==> src/rtl/ifetch.sv <==
// Instruction fetch stage: credit-throttled memory requests, 2-entry in-order
// instruction buffer, and discard of in-flight responses after a redirect.
module ifetch (
    input  logic        clk,
    input  logic        reset,
    input  logic [31:0] pc_in,
    output logic        pc_adv,
    input  logic        redirect,
    output logic        imem_req,
    output logic [31:0] imem_addr,
    input  logic        imem_gnt,
    input  logic        imem_rvalid,
    input  logic [31:0] imem_rdata,
    output logic        inst_valid,
    input  logic        inst_ready,
    output logic [31:0] inst_out,
    output logic [31:0] inst_pc,
    output logic        fetch_fault
);
    localparam logic [31:0] NOP_INSN = 32'h0000_0013;

    typedef enum logic {RUN = 1'b0, FLUSH = 1'b1} state_e;

    state_e      state_q, state_d;
    logic [1:0]  disc_q, disc_d;

    logic [31:0] buf_pc_q  [2];
    logic [31:0] buf_ins_q [2];
    logic [1:0]  buf_flt_q;
    logic        buf_rd_q, buf_wr_q;
    logic [1:0]  buf_cnt_q, buf_cnt_d;

    logic [31:0] oq_pc_q [2];
    logic        oq_rd_q, oq_wr_q;
    logic [1:0]  out_cnt_q, out_cnt_d;

    logic [2:0]  occ_s;
    logic        credit_s, aligned_s, rsp_s, accept_s, fault_push_s;
    logic        rsp_push_s, push_s, pop_s;
    logic [31:0] push_pc_s, push_ins_s;

    assign occ_s      = {1'b0, buf_cnt_q} + {1'b0, out_cnt_q};
    assign credit_s   = (occ_s < 3'd2);
    assign aligned_s  = (pc_in[1:0] == 2'b00);
    // A beat arriving with nothing outstanding has no owner and is ignored.
    assign rsp_s      = imem_rvalid & (out_cnt_q != 2'd0);
    assign imem_addr  = pc_in;
    assign rsp_push_s = (state_q == RUN) & ~redirect & rsp_s;
    assign push_s     = rsp_push_s | fault_push_s;
    assign pop_s      = inst_valid & inst_ready;
    assign push_pc_s  = fault_push_s ? pc_in : oq_pc_q[oq_rd_q];
    assign push_ins_s = fault_push_s ? NOP_INSN : imem_rdata;
    assign buf_cnt_d  = redirect ? 2'd0 : (buf_cnt_q + {1'b0, push_s} - {1'b0, pop_s});
    assign out_cnt_d  = out_cnt_q + {1'b0, accept_s} - {1'b0, rsp_s};

    // FSM state and discard counter
    always_ff @(posedge clk or negedge reset) begin
        if (!reset) begin
            state_q <= RUN;
            disc_q  <= 2'd0;
        end else begin
            state_q <= state_d;
            disc_q  <= disc_d;
        end
    end

    // Next state: a redirect discards whatever is still in flight
    always_comb begin
        state_d = state_q;
        disc_d  = disc_q;
        case (state_q)
            RUN: begin
                if (redirect) begin
                    disc_d  = out_cnt_q - {1'b0, rsp_s};
                    state_d = (disc_d != 2'd0) ? FLUSH : RUN;
                end else begin
                    state_d = RUN;
                end
            end
            FLUSH: begin
                if (rsp_s && (disc_q != 2'd0)) begin
                    disc_d  = disc_q - 2'd1;
                    state_d = (disc_d == 2'd0) ? RUN : FLUSH;
                end else begin
                    state_d = FLUSH;
                end
            end
            default: begin
                state_d = RUN;
                disc_d  = 2'd0;
            end
        endcase
    end

    // Outputs: request/fault issue and buffer head presentation
    always_comb begin
        imem_req     = 1'b0;
        fault_push_s = 1'b0;
        if (reset && (state_q == RUN) && !redirect && credit_s) begin
            if (aligned_s) begin
                imem_req = 1'b1;
            end else if (out_cnt_q == 2'd0) begin
                fault_push_s = 1'b1;
            end else begin
                fault_push_s = 1'b0;
            end
        end else begin
            imem_req = 1'b0;
        end
        accept_s    = imem_req & imem_gnt;
        pc_adv      = accept_s | fault_push_s;
        inst_valid  = reset & (buf_cnt_q != 2'd0) & ~redirect;
        inst_out    = buf_ins_q[buf_rd_q];
        inst_pc     = buf_pc_q[buf_rd_q];
        fetch_fault = buf_flt_q[buf_rd_q];
    end

    // Instruction buffer
    always_ff @(posedge clk or negedge reset) begin
        if (!reset) begin
            buf_pc_q[0]  <= 32'd0;
            buf_pc_q[1]  <= 32'd0;
            buf_ins_q[0] <= 32'd0;
            buf_ins_q[1] <= 32'd0;
            buf_flt_q    <= 2'b00;
            buf_rd_q     <= 1'b0;
            buf_wr_q     <= 1'b0;
            buf_cnt_q    <= 2'd0;
        end else begin
            buf_cnt_q <= buf_cnt_d;
            if (redirect) begin
                buf_rd_q <= 1'b0;
                buf_wr_q <= 1'b0;
            end else begin
                if (push_s) begin
                    buf_pc_q[buf_wr_q]  <= push_pc_s;
                    buf_ins_q[buf_wr_q] <= push_ins_s;
                    buf_flt_q[buf_wr_q] <= fault_push_s;
                    buf_wr_q            <= ~buf_wr_q;
                end
                if (pop_s) begin
                    buf_rd_q <= ~buf_rd_q;
                end
            end
        end
    end

    // Outstanding-address queue; survives redirect so late beats stay matched
    always_ff @(posedge clk or negedge reset) begin
        if (!reset) begin
            oq_pc_q[0] <= 32'd0;
            oq_pc_q[1] <= 32'd0;
            oq_rd_q    <= 1'b0;
            oq_wr_q    <= 1'b0;
            out_cnt_q  <= 2'd0;
        end else begin
            out_cnt_q <= out_cnt_d;
            if (accept_s) begin
                oq_pc_q[oq_wr_q] <= pc_in;
                oq_wr_q          <= ~oq_wr_q;
            end
            if (rsp_s) begin
                oq_rd_q <= ~oq_rd_q;
            end
        end
    end
endmodule

==> config.mk <==
export PLATFORM = sky130hd
export DESIGN_NAME = ifetch
export DESIGN_NICKNAME = d
export VERILOG_FILES = /design/src/rtl/ifetch.sv
export SDC_FILE = /design/constraint.sdc
export NUM_CORES = 1
export LEC_CHECK = 0
export ABC_AREA = 0
export BUFFER_PORTS_ARGS = -buffer_cell sky130_fd_sc_hd__buf_2
export CORE_ASPECT_RATIO = 1.25
export CORE_MARGIN = 2
export CORE_UTILIZATION = 60
export DETAILED_ROUTE_END_ITERATION = 8
export PLACE_DENSITY = 0.85
export SLEW_MARGIN = 20
export SYNTH_ARGS = -nofsm -noshare
export SYNTH_HDL_FRONTEND = slang
export SYNTH_SLANG_ARGS = --single-unit
==> constraint.sdc <==
create_clock -name clk -period 4.6 [get_ports clk]
set_input_delay 0.46 -clock clk [delete_from_list [all_inputs] [get_ports clk]]
set_output_delay 0.46 -clock clk [all_outputs]
set_load 0.02 [all_outputs]
==> results.py <==
metrics = {
    "power_and_ir_drop": {
        "cellPowerDensity_nw_per_um2": 554,
        "leakage_nw": 5.55,
        "power_w": 0.00602,
        "vdd_ir_drop_max_v": 0.000630,
    },
    "floorplan": {
        "core_area_um2": 15400,
        "start_util_pct": 60.8,
        "die_x_um": 116,
        "ios": 170,
        "fp-row-count": 51,
        "fp.dieH_um": 144,
        "die_area_um2": 16700,
    },
    "synth": {
        "synth_top_family_by_area": "multiplexers",
        "synth_xor_area_share_pct": 0.654,
        "synth_simple_gate_area_share_pct": 5.72,
        "syn_avg_cell_area_um2": 12.9,
        "synth.cell_area_um2": 9380,
        "yosysSeqAreaShare_pct": 54.7,
        "ys_ff_latch": 205,
        "synth_mux_area_share_pct": 18.2,
        "synth-adder-area-share_pct": 1.15,
        "ys_warn_count": 0,
        "synthesis.nets": 807,
        "synth.distinct_cells": 44,
        "syn_inst": 729,
        "synth_compound_area_share_pct": 14.0,
    },
    "clocking": {
        "clkTransAtPathRegs_ps": 70,
        "cts_buffers": 20,
        "cts-resized-gates": 0,
        "cts.sinks": 205,
        "clock-root-buffer": "clkbuf_16",
        "htreeDepth": 1,
        "cts_setup_buffers": 0,
        "insertion_delay_ps": 490,
        "clockBufferDepth": 3,
        "hold_buffers": 1,
        "cts_tree": "yes",
    },
    "worst_setup_path": {
        "r2r_slack_ps": 1490,
        "critPathMaxStageDelay_ps": 840,
        "endpoint_kind": "flop",
        "worst-path-buf-inv": 1,
        "required_ps": 5020,
        "cp_top_family": "compound AO/OA/AOI/OAI gates",
        "crit_chain": "and2_1, fa_1, nor4b_4, and4_1, a21oi_4, buf_4, a22o_1",
        "path_depth": 7,
        "critPathSlowestCell": "a21oi_4",
        "arrival_ps": 3530,
        "reg2reg_depth": 7,
        "timing.rr.start": "out_cnt_q[0]$_DFF_PN0_",
        "cp_max_fo": 33,
        "timing.rr.end": "buf_ins_q[58]$_DFFE_PN0P_",
        "path_class": "flop to flop",
        "cp-start-kind": "flop",
    },
    "detailed_routing": {
        "drt_iter0_markers": 627,
        "via_count": 6614,
        "wl_per_cell_um": 19.7,
        "remaining_drc_errors": 0,
        "ant_nets": 0,
        "finalWirelength_um": 21200,
        "firstDrtPassIters": 5,
        "viasPerCell": 6.13,
    },
    "timing": {
        "fin_crit_ps": 3110,
        "hold_viol_final": 0,
        "whs_ps": 210,
        "worstMarginPinSlew_ps": 1090,
        "setup_viol": 0,
        "maxSlewViolCount": 0,
        "tns_ps": 0,
        "slew_headroom_pct": 27.4,
        "timing.final.crit_share_pct": 67.6,
        "max_freq_mhz": 322,
        "fin_worst_skew_ps": 8.69,
        "rsz0062_at_grt": "false",
    },
    "final_layout": {
        "drive_gt1_share_pct": 40.3,
        "utilization_pct": 70.4,
        "final_common_cell": "dfrtp_1",
        "stdcell_count": 1079,
        "finish.net_count": 930,
        "mostFrequentLayoutCells": "203 x dfrtp_1, 168 x buf_2, 122 x mux2_2",
        "area_growth_syn_to_layout_pct": 15.8,
    },
    "min_path": {
        "min_to": "buf_ins_q[11]$_DFFE_PN0P_",
        "hp-start": "imem_rdata[11]",
        "hp-class": "input pin to flop",
        "min_path_cells": 2,
    },
    "place": {
        "post-place-cells": 1041,
        "io_buffers": 169,
        "dpl.hpwl_um": 13300,
        "gp_congestion": 0.853,
    },
    "job": {
        "drv_cap": 0,
    },
    "global_routing": {
        "grt_use_total_pct": 25.9,
        "antenna_found_initial": 1,
        "grt_max_degree": 73,
        "grt_pass1_wl_um": 34300,
        "grt_pass1_vias": 6721,
        "grt_overflow": 0,
    },
    "status": {
        "status": "finished clean",
    },
}
==> logic make-up (layout without fill, tap and decap cells) <==
kind of cell    after synthesis  in the layout
simple gates                114            114
buf+inv                      95            232
fa+ha+maj                     8              8
flops                       205            205
mux                         155            155
compound gates              145            145
xor+xnor                      7              7
other cells                   0              1
==> routing by layer <==
metal  vias up  part of all wire (%)  GRT usage [%]
met5         -                     0              0
met4         0                   2.5           9.71
met3        45                   8.0           3.67
met2       317                    47           42.7
met1      3349                    42           35.1
li1       2903                     -              -
==> synth_stat cells, drive strengths merged <==
master,count,area (µm²)
or2,1,6.26
a221o,62,621
fa,1,20.0
o221ai,2,17.5
o21ai,5,28.8
nor3b,1,7.51
clkbuf,23,86.3
a22o,58,508
xnor2,6,52.6
nor3,1,10.0
xor2,1,8.76
nor2b,4,25.0
and2,6,37.5
a21boi,1,7.51
nand3b,2,15.0
nor2,75,282
nand3,3,15.0
dfrtp,205,5130
o211ai,1,7.51
nor4b,2,47.6
a21o,3,22.5
and3,1,6.26
nand2b,2,12.5
ha,7,87.6
nand4,2,12.5
nand2,12,45.0
o22ai,1,6.26
and4,1,8.76
inv,11,41.3
mux2,124,1400
a21oi,7,50.1
buf,61,399
nor4,1,6.26
o22a,4,35.0
mux2i,31,310
a211o,1,8.76
==> where the power goes <==
part	switching, W	internal (W)	leakage, nW
registers	0.000347	0.00223	2.78
clock network	0.000677	0.00105	0.340
logic	0.000883	0.000835	2.43
==> metrics by stage <==
step / instance area, µm² / setup slack, ps
floorplan: 9380 / 2090
global placement: 10200 / 1570
detailed placement: 10200 / 1520
CTS: 10900 / 1510
global route: 10900 / 1350
finish: 10900 / 1490
==> layout make-up <==
| cell class | instances | area (µm²) |
|---|---|---|
| Clock inverter | 8 | 120 |
| Sequential cell | 205 | 5130 |
| Clock buffer | 28 | 582 |
| Timing Repair Buffer | 185 | 977 |
| Inverter | 11 | 41.3 |
| Fill cell | 1115 | 4570 |
| Antenna cell | 1 | 2.50 |
| Multi-Input combinational cell | 429 | 3750 |
| Tap cell | 212 | 265 |
==> sequential cells by signal, summed over array words and instances, names as in the netlist <==
register and flops:
buf_wr_q 1, buf_cnt_q 2, buf_pc_q 64, oq_rd_q 1, buf_rd_q 1, oq_pc_q 64
out_cnt_q 2, buf_flt_q 2, oq_wr_q 1, state_q 1, disc_q 2, buf_ins_q 64
==> worst max-delay path by stage <==
stage	start	end	slack (ps)
detailed placement	out_cnt_q[0]$_DFF_PN0_	buf_ins_q[58]$_DFFE_PN0P_	1520
CTS	out_cnt_q[0]$_DFF_PN0_	buf_ins_q[58]$_DFFE_PN0P_	1510
global placement	out_cnt_q[0]$_DFF_PN0_	buf_ins_q[36]$_DFFE_PN0P_	1570
global route	reset	pc_adv	1350
floorplan	out_cnt_q[0]$_DFF_PN0_	oq_pc_q[35]$_DFFE_PN0P_	2090
finish	out_cnt_q[0]$_DFF_PN0_	buf_ins_q[58]$_DFFE_PN0P_	1490
No activity file was read; power rests on OpenSTA's default activity.
